===== src/rtl/ebike_uart_pkg.sv =====
// Shared definitions for the e-bike UART path: arbiter state encoding,
// byte width and the default mid-packet timeout.
package ebike_uart_pkg;

  typedef enum logic [1:0] {
    IDLE  = 2'd0,
    ISSUE = 2'd1,
    DRAIN = 2'd2
  } arb_state_t;

  localparam int BYTE_W          = 8;
  localparam int TIMEOUT_DEFAULT = 1024;

endpackage


===== src/rtl/uart_tx_arb_rr_picker.sv =====
// Combinational round-robin select: the first requester at or after ptr
// (wrapping) wins, reported as a one-hot vector.
module rr_picker
  import ebike_uart_pkg::*;
#(
  parameter int NUM_REQ = 2,
  parameter int PTR_W   = (NUM_REQ > 1) ? $clog2(NUM_REQ) : 1
) (
  input  logic [NUM_REQ-1:0] req,
  input  logic [PTR_W-1:0]   ptr,
  output logic [NUM_REQ-1:0] win
);

  logic [2*NUM_REQ-1:0] req2_s;
  logic [NUM_REQ-1:0]   rot_s;
  logic [NUM_REQ-1:0]   oh_s;

  // Rotate so ptr sits at bit 0, isolate lowest set bit, rotate back.
  always_comb begin
    req2_s = {req, req};
    rot_s  = NUM_REQ'(req2_s >> ptr);
    oh_s   = rot_s & (~rot_s + NUM_REQ'(1));
    win    = NUM_REQ'(({oh_s, oh_s} << ptr) >> NUM_REQ);
  end

endmodule


===== src/rtl/uart_tx_arb.sv =====
// Packet-level arbiter sharing one UART transmitter between byte-stream
// requesters; one grant per packet, one trmt/req_ack pulse per byte.
module uart_tx_arb
  import ebike_uart_pkg::*;
#(
  parameter int NUM_REQ = 2,
  parameter int TIMEOUT = TIMEOUT_DEFAULT
) (
  input  logic                      clk,
  input  logic                      rst_n,
  input  logic [NUM_REQ-1:0]        req_valid,
  input  logic [BYTE_W*NUM_REQ-1:0] req_data,
  input  logic [NUM_REQ-1:0]        req_last,
  output logic [NUM_REQ-1:0]        req_ack,
  output logic [NUM_REQ-1:0]        grant,
  output logic                      abort,
  output logic                      trmt,
  output logic [BYTE_W-1:0]         tx_data,
  input  logic                      tx_done
);

  localparam int          PTR_W   = (NUM_REQ > 1) ? $clog2(NUM_REQ) : 1;
  localparam logic [15:0] TO_LAST = 16'(TIMEOUT - 1);

  arb_state_t         state_r;
  logic [NUM_REQ-1:0] grant_r;
  logic [PTR_W-1:0]   ptr_r;
  logic [15:0]        cnt_r;
  logic               busy_r;
  logic               trmt_r;
  logic [BYTE_W-1:0]  tx_data_r;
  logic [NUM_REQ-1:0] req_ack_r;
  logic               abort_r;

  logic [NUM_REQ-1:0] win_s;
  logic [BYTE_W-1:0]  sel_data_s;
  logic               sel_last_s;
  logic               sel_valid_s;
  logic [PTR_W-1:0]   gidx_s;
  logic [PTR_W-1:0]   next_ptr_s;

  rr_picker #(
    .NUM_REQ (NUM_REQ),
    .PTR_W   (PTR_W)
  ) u_picker (
    .req (req_valid),
    .ptr (ptr_r),
    .win (win_s)
  );

  // Mux the granted requester's byte/last/valid and derive the pointer past it.
  always_comb begin
    sel_data_s = '0;
    sel_last_s = 1'b0;
    gidx_s     = '0;
    for (int i = 0; i < NUM_REQ; i++) begin
      sel_data_s = sel_data_s | ({BYTE_W{grant_r[i]}} & req_data[i*BYTE_W +: BYTE_W]);
      sel_last_s = sel_last_s | (grant_r[i] & req_last[i]);
      gidx_s     = gidx_s | ({PTR_W{grant_r[i]}} & PTR_W'(i));
    end
    sel_valid_s = |(req_valid & grant_r);
    next_ptr_s  = (gidx_s == PTR_W'(NUM_REQ - 1)) ? '0 : gidx_s + PTR_W'(1);
  end

  // Arbiter FSM with busy tracking, idle timeout and registered outputs.
  always_ff @(posedge clk or negedge rst_n) begin
    if (!rst_n) begin
      state_r   <= IDLE;
      grant_r   <= '0;
      ptr_r     <= '0;
      cnt_r     <= 16'd0;
      busy_r    <= 1'b0;
      trmt_r    <= 1'b0;
      tx_data_r <= '0;
      req_ack_r <= '0;
      abort_r   <= 1'b0;
    end else begin
      trmt_r    <= 1'b0;
      req_ack_r <= '0;
      abort_r   <= 1'b0;
      // tx_done seen during the trmt cycle is the stale flag of the previous byte.
      if (tx_done && !trmt_r) begin
        busy_r <= 1'b0;
      end
      case (state_r)
        IDLE: begin
          if ((|req_valid) && !busy_r) begin
            grant_r <= win_s;
            cnt_r   <= 16'd0;
            state_r <= ISSUE;
          end
        end
        ISSUE: begin
          if (!busy_r && sel_valid_s) begin
            trmt_r    <= 1'b1;
            tx_data_r <= sel_data_s;
            req_ack_r <= grant_r;
            busy_r    <= 1'b1;
            cnt_r     <= 16'd0;
            if (sel_last_s) begin
              state_r <= DRAIN;
            end
          end else if (!busy_r) begin
            if (cnt_r == TO_LAST) begin
              abort_r <= 1'b1;
              grant_r <= '0;
              ptr_r   <= next_ptr_s;
              cnt_r   <= 16'd0;
              state_r <= IDLE;
            end else begin
              cnt_r <= cnt_r + 16'd1;
            end
          end
        end
        DRAIN: begin
          if (!busy_r) begin
            grant_r <= '0;
            ptr_r   <= next_ptr_s;
            state_r <= IDLE;
          end
        end
        default: begin
          grant_r <= '0;
          state_r <= IDLE;
        end
      endcase
    end
  end

  assign req_ack = req_ack_r;
  assign grant   = grant_r;
  assign abort   = abort_r;
  assign trmt    = trmt_r;
  assign tx_data = tx_data_r;

endmodule


===== config.mk =====
export PLATFORM = sky130hd
export DESIGN_NAME = uart_tx_arb
export DESIGN_NICKNAME = d
export VERILOG_FILES = /design/src/rtl/ebike_uart_pkg.sv /design/src/rtl/uart_tx_arb_rr_picker.sv /design/src/rtl/uart_tx_arb.sv
export SDC_FILE = /design/constraint.sdc
export NUM_CORES = 1
export LEC_CHECK = 0
export CORE_AREA = 4 4 91 93
export DETAILED_ROUTE_END_ITERATION = 10
export DIE_AREA = 0 0 95 97
export HOLD_SLACK_MARGIN = 0.15
export PLACE_DENSITY_LB_ADDON = 0.3
export SYNTH_ARGS = -nofsm -noshare
export SYNTH_HDL_FRONTEND = slang
export SYNTH_SLANG_ARGS = --single-unit

===== constraint.sdc =====
create_clock -name clk -period 2.5 [get_ports clk]
set_clock_uncertainty 0.15 [all_clocks]
set_input_delay 0.25 -clock clk [delete_from_list [all_inputs] [get_ports clk]]
set_output_delay 0.25 -clock clk [all_outputs]
set_load 0.01 [all_outputs]

==> flow_summary.toml, run 1 <==
[run_status]
status = "finished clean"

[grt]
grt_usage_pct = 10.0
grt_max_degree = 35
grt_pass1_vias = 1505
grt.overflow.total = 0
grt_pass1_wl_um = 7470
antenna_found_initial = 0

[sta]
min_period_over_period_pct = 86.9
hold_ws_ns = 0.234
rsz0062_at_grt = "false"
final.setup.worst_slack_ns = 0.328
worst_pin_slew_ns = 0.465
hold_viol_final = 0
tns_ns = 0
min_period_ns = 2.17
clock.fmax_mhz = 460
max-slew-margin-rel_pct = 69.0
drv_slew = 0
setup_violations = 0

[floorplan]
core-area_mm2 = 0.00753
num_rows = 32
die_h_um = 97
start_util_pct = 24.2
die-area_mm2 = 0.00922
ioPinCount = 37
die_w_um = 95

[setup_path]
cp_max_fo = 22
crit_type = "reg -> reg"
crit_arrival_ns = 2.18
cp-start-kind = "register"
crit_path_end_kind = "register"
worstPathRequired_ns = 2.51

[logic_synthesis]
ys_seq_area_share_pct = 46.8
yosysUniqueCellTypes = 41
synthAdderAreaFrac_pct = 0.688
synth_seq_cells = 34
synth_xor_area_share_pct = 0
yosysWarnings = 0
yosys-top-cells-area = "dfrtp_1 47%, a21oi_1 5.0%, a31oi_1 4.5%"
yosys.area.top_type_share_pct = 46.8
syn_avg_cell_area_um2 = 9.38
yosys-mux-area-fraction_pct = 1.79
synth_top_area_cell = "dfrtp_1"
synth_nets = 218
netlist_instances = 194
synthSimpleGateAreaFrac_pct = 23.5
syn_area_mm2 = 0.00182
synth-compound-area-share_pct = 23.1
synth_top_family_by_area = "simple AND/OR/NAND/NOR gates"

[drt]
drtIter0Drc = 69
vias = 1633
drt_wl_total_um = 4430
drcViolationCount = 0
wire_per_inst_um = 13.2
viasPerCell = 4.87
dr.pass1.iters = 5
ant_nets = 0

[power]
p_leak_nw = 0.956
powerDensity_mw_per_mm2 = 926
vdd_drop_max_uv = 421
p_total_mw = 2.21

[final_layout]
drive_gt1_share_pct = 9.01
antenna_cells = 0
layout_common_cells = "36 x clkdlybuf4s50_1, 34 x dfrtp_1, 18 x a21oi_1"
final_common_cell = "clkdlybuf4s50_1"
final_cells = 335
area_delta_synth_final_pct = 31.4
nets = 256

[clock_tree]
cts_max_path_buffers = 2
postCtsSetupBuffers = 0
hold_buffers = 0
cts-resized-gates = 0
cts_tree = "built"
cts_made_buffers = 5
path_clk_slew_ns = 0.07
htreeDepth = 2
clk_latency_ns = 0.28
clock-sinks = 34
cts-root-buf = "clkbuf_8"

[placed_design]
place_congestion = 0.775
dp_slack_ns = 0.243
dp_hpwl_um = 3120
port_buffers = 36
dp.cells = 327

[worst_hold_path]
min_path_type = "in -> async"

[run]
max_cap_violations = 0
power breakdown:
part	switching, mW	leakage [nW]	total [mW]	internal (mW)
Clock	0.206	0.0482	0.428	0.222
Sequential	0.137	0.445	0.821	0.684
Combinational	0.503	0.463	0.965	0.462
Total	0.846	0.956	2.21	1.37
cell usage after synthesis, drive strengths merged:
| cell | instances |
|---|---|
| dfrtp | 34 |
| a21oi | 19 |
| nand2 | 15 |
| nor2 | 14 |
| a31oi | 13 |
| a22oi | 10 |
| nand3 | 10 |
| clkbuf | 8 |
| o21ai | 8 |
| or3 | 6 |
| nand4 | 5 |
| nor3 | 5 |
| a41oi | 4 |
| and2 | 4 |
| and3 | 4 |
| buf | 4 |
| nand2b | 4 |
| inv | 3 |
| o211ai | 3 |
| and4 | 2 |
| mux2 | 2 |
| nand3b | 2 |
| o2bb2ai | 2 |
| a2111oi | 1 |
| a211o | 1 |
| a21o | 1 |
| a22o | 1 |
| a2bb2oi | 1 |
| and3b | 1 |
| and4bb | 1 |
| ha | 1 |
| mux2i | 1 |
| nand4b | 1 |
| nor4 | 1 |
| o31ai | 1 |
| or4b | 1 |
final cells by class:
| type | count | area (um2) |
|---|---|---|
| Timing Repair Buffer | 43 | 413 |
| Clock buffer | 7 | 86.3 |
| Sequential cell | 34 | 851 |
| Multi-Input combinational cell | 145 | 897 |
| Tap cell | 102 | 128 |
| Clock inverter | 1 | 5.00 |
| Fill cell | 823 | 5140 |
| Inverter | 3 | 11.3 |
worst max-delay path: stages (launching register included):
cell and delay, ns:
dfrtp_1 0.43, ha_1 0.24, and4_1 0.34, nand4_2 0.22, buf_4 0.29, a21oi_1 0.31
a21oi_1 0.08
worst paths after layout:
kind,cells past startpoint,to,slack [ns],from
min in group clk,1,cnt_r[14]$_DFFE_PN0P_,0.38,cnt_r[14]$_DFFE_PN0P_
max in group asynchronous,2,busy_r$_DFF_PN0_,1.64,rst_n
worst max-delay path,6,cnt_r[9]$_DFFE_PN0P_,0.33,cnt_r[0]$_DFFE_PN0P_
worst min register to register,1,cnt_r[14]$_DFFE_PN0P_,0.38,cnt_r[14]$_DFFE_PN0P_
worst max register to register,6,cnt_r[9]$_DFFE_PN0P_,0.33,cnt_r[0]$_DFFE_PN0P_
worst min-delay path,2,tx_data[6]$_DFFE_PN0P_,0.23,rst_n
layer usage:
| metal | part of all wire (%) | GRT usage [%] |
|---|---|---|
| met5 | 0 | 0 |
| met4 | 0.99 | 2.66 |
| met3 | 8.2 | 4.20 |
| met2 | 43 | 14.0 |
| met1 | 48 | 14.2 |
logic make-up (layout without fill, tap and decap cells):
family / count (synthesis) / after routing
AOI/OAI and AO/OA: 65 / 65
adders and majority gates: 1 / 1
buffers and inverters: 15 / 54
DFF: 34 / 34
muxes: 3 / 3
and+or+nand+nor: 76 / 76
per-stage QoR:
stage / util (%) / area [um2]
2_1_floorplan: - / 1820
3_3_place_gp: 30.6 / 2300
3_5_place_dp: 30.6 / 2300
4_1_cts: 31.8 / 2390
5_1_grt: 31.8 / 2390
6_report: 31.8 / 2390
registers in the layout (all words and copies together), names as in the netlist:
| signal | count |
|---|---|
| trmt | 1 |
| ptr_r | 1 |
| grant | 2 |
| state_r | 2 |
| abort | 1 |
| tx_data | 8 |
| busy_r | 1 |
| req_ack | 2 |
| cnt_r | 16 |
Note: power is estimated with default switching activity, not from simulation.
==> inputs of run 2 (changes only) <==
--- a/config.mk
+++ b/config.mk
@@ -5,6 +5,7 @@
 export SDC_FILE = /design/constraint.sdc
 export NUM_CORES = 1
 export LEC_CHECK = 0
+export CAP_MARGIN = 20
 export CORE_AREA = 4 4 91 93
 export DETAILED_ROUTE_END_ITERATION = 10
 export DIE_AREA = 0 0 95 97
==> results of run 2 <==
Same layout as run 1: the final DEF is identical, and so are final timing and power.
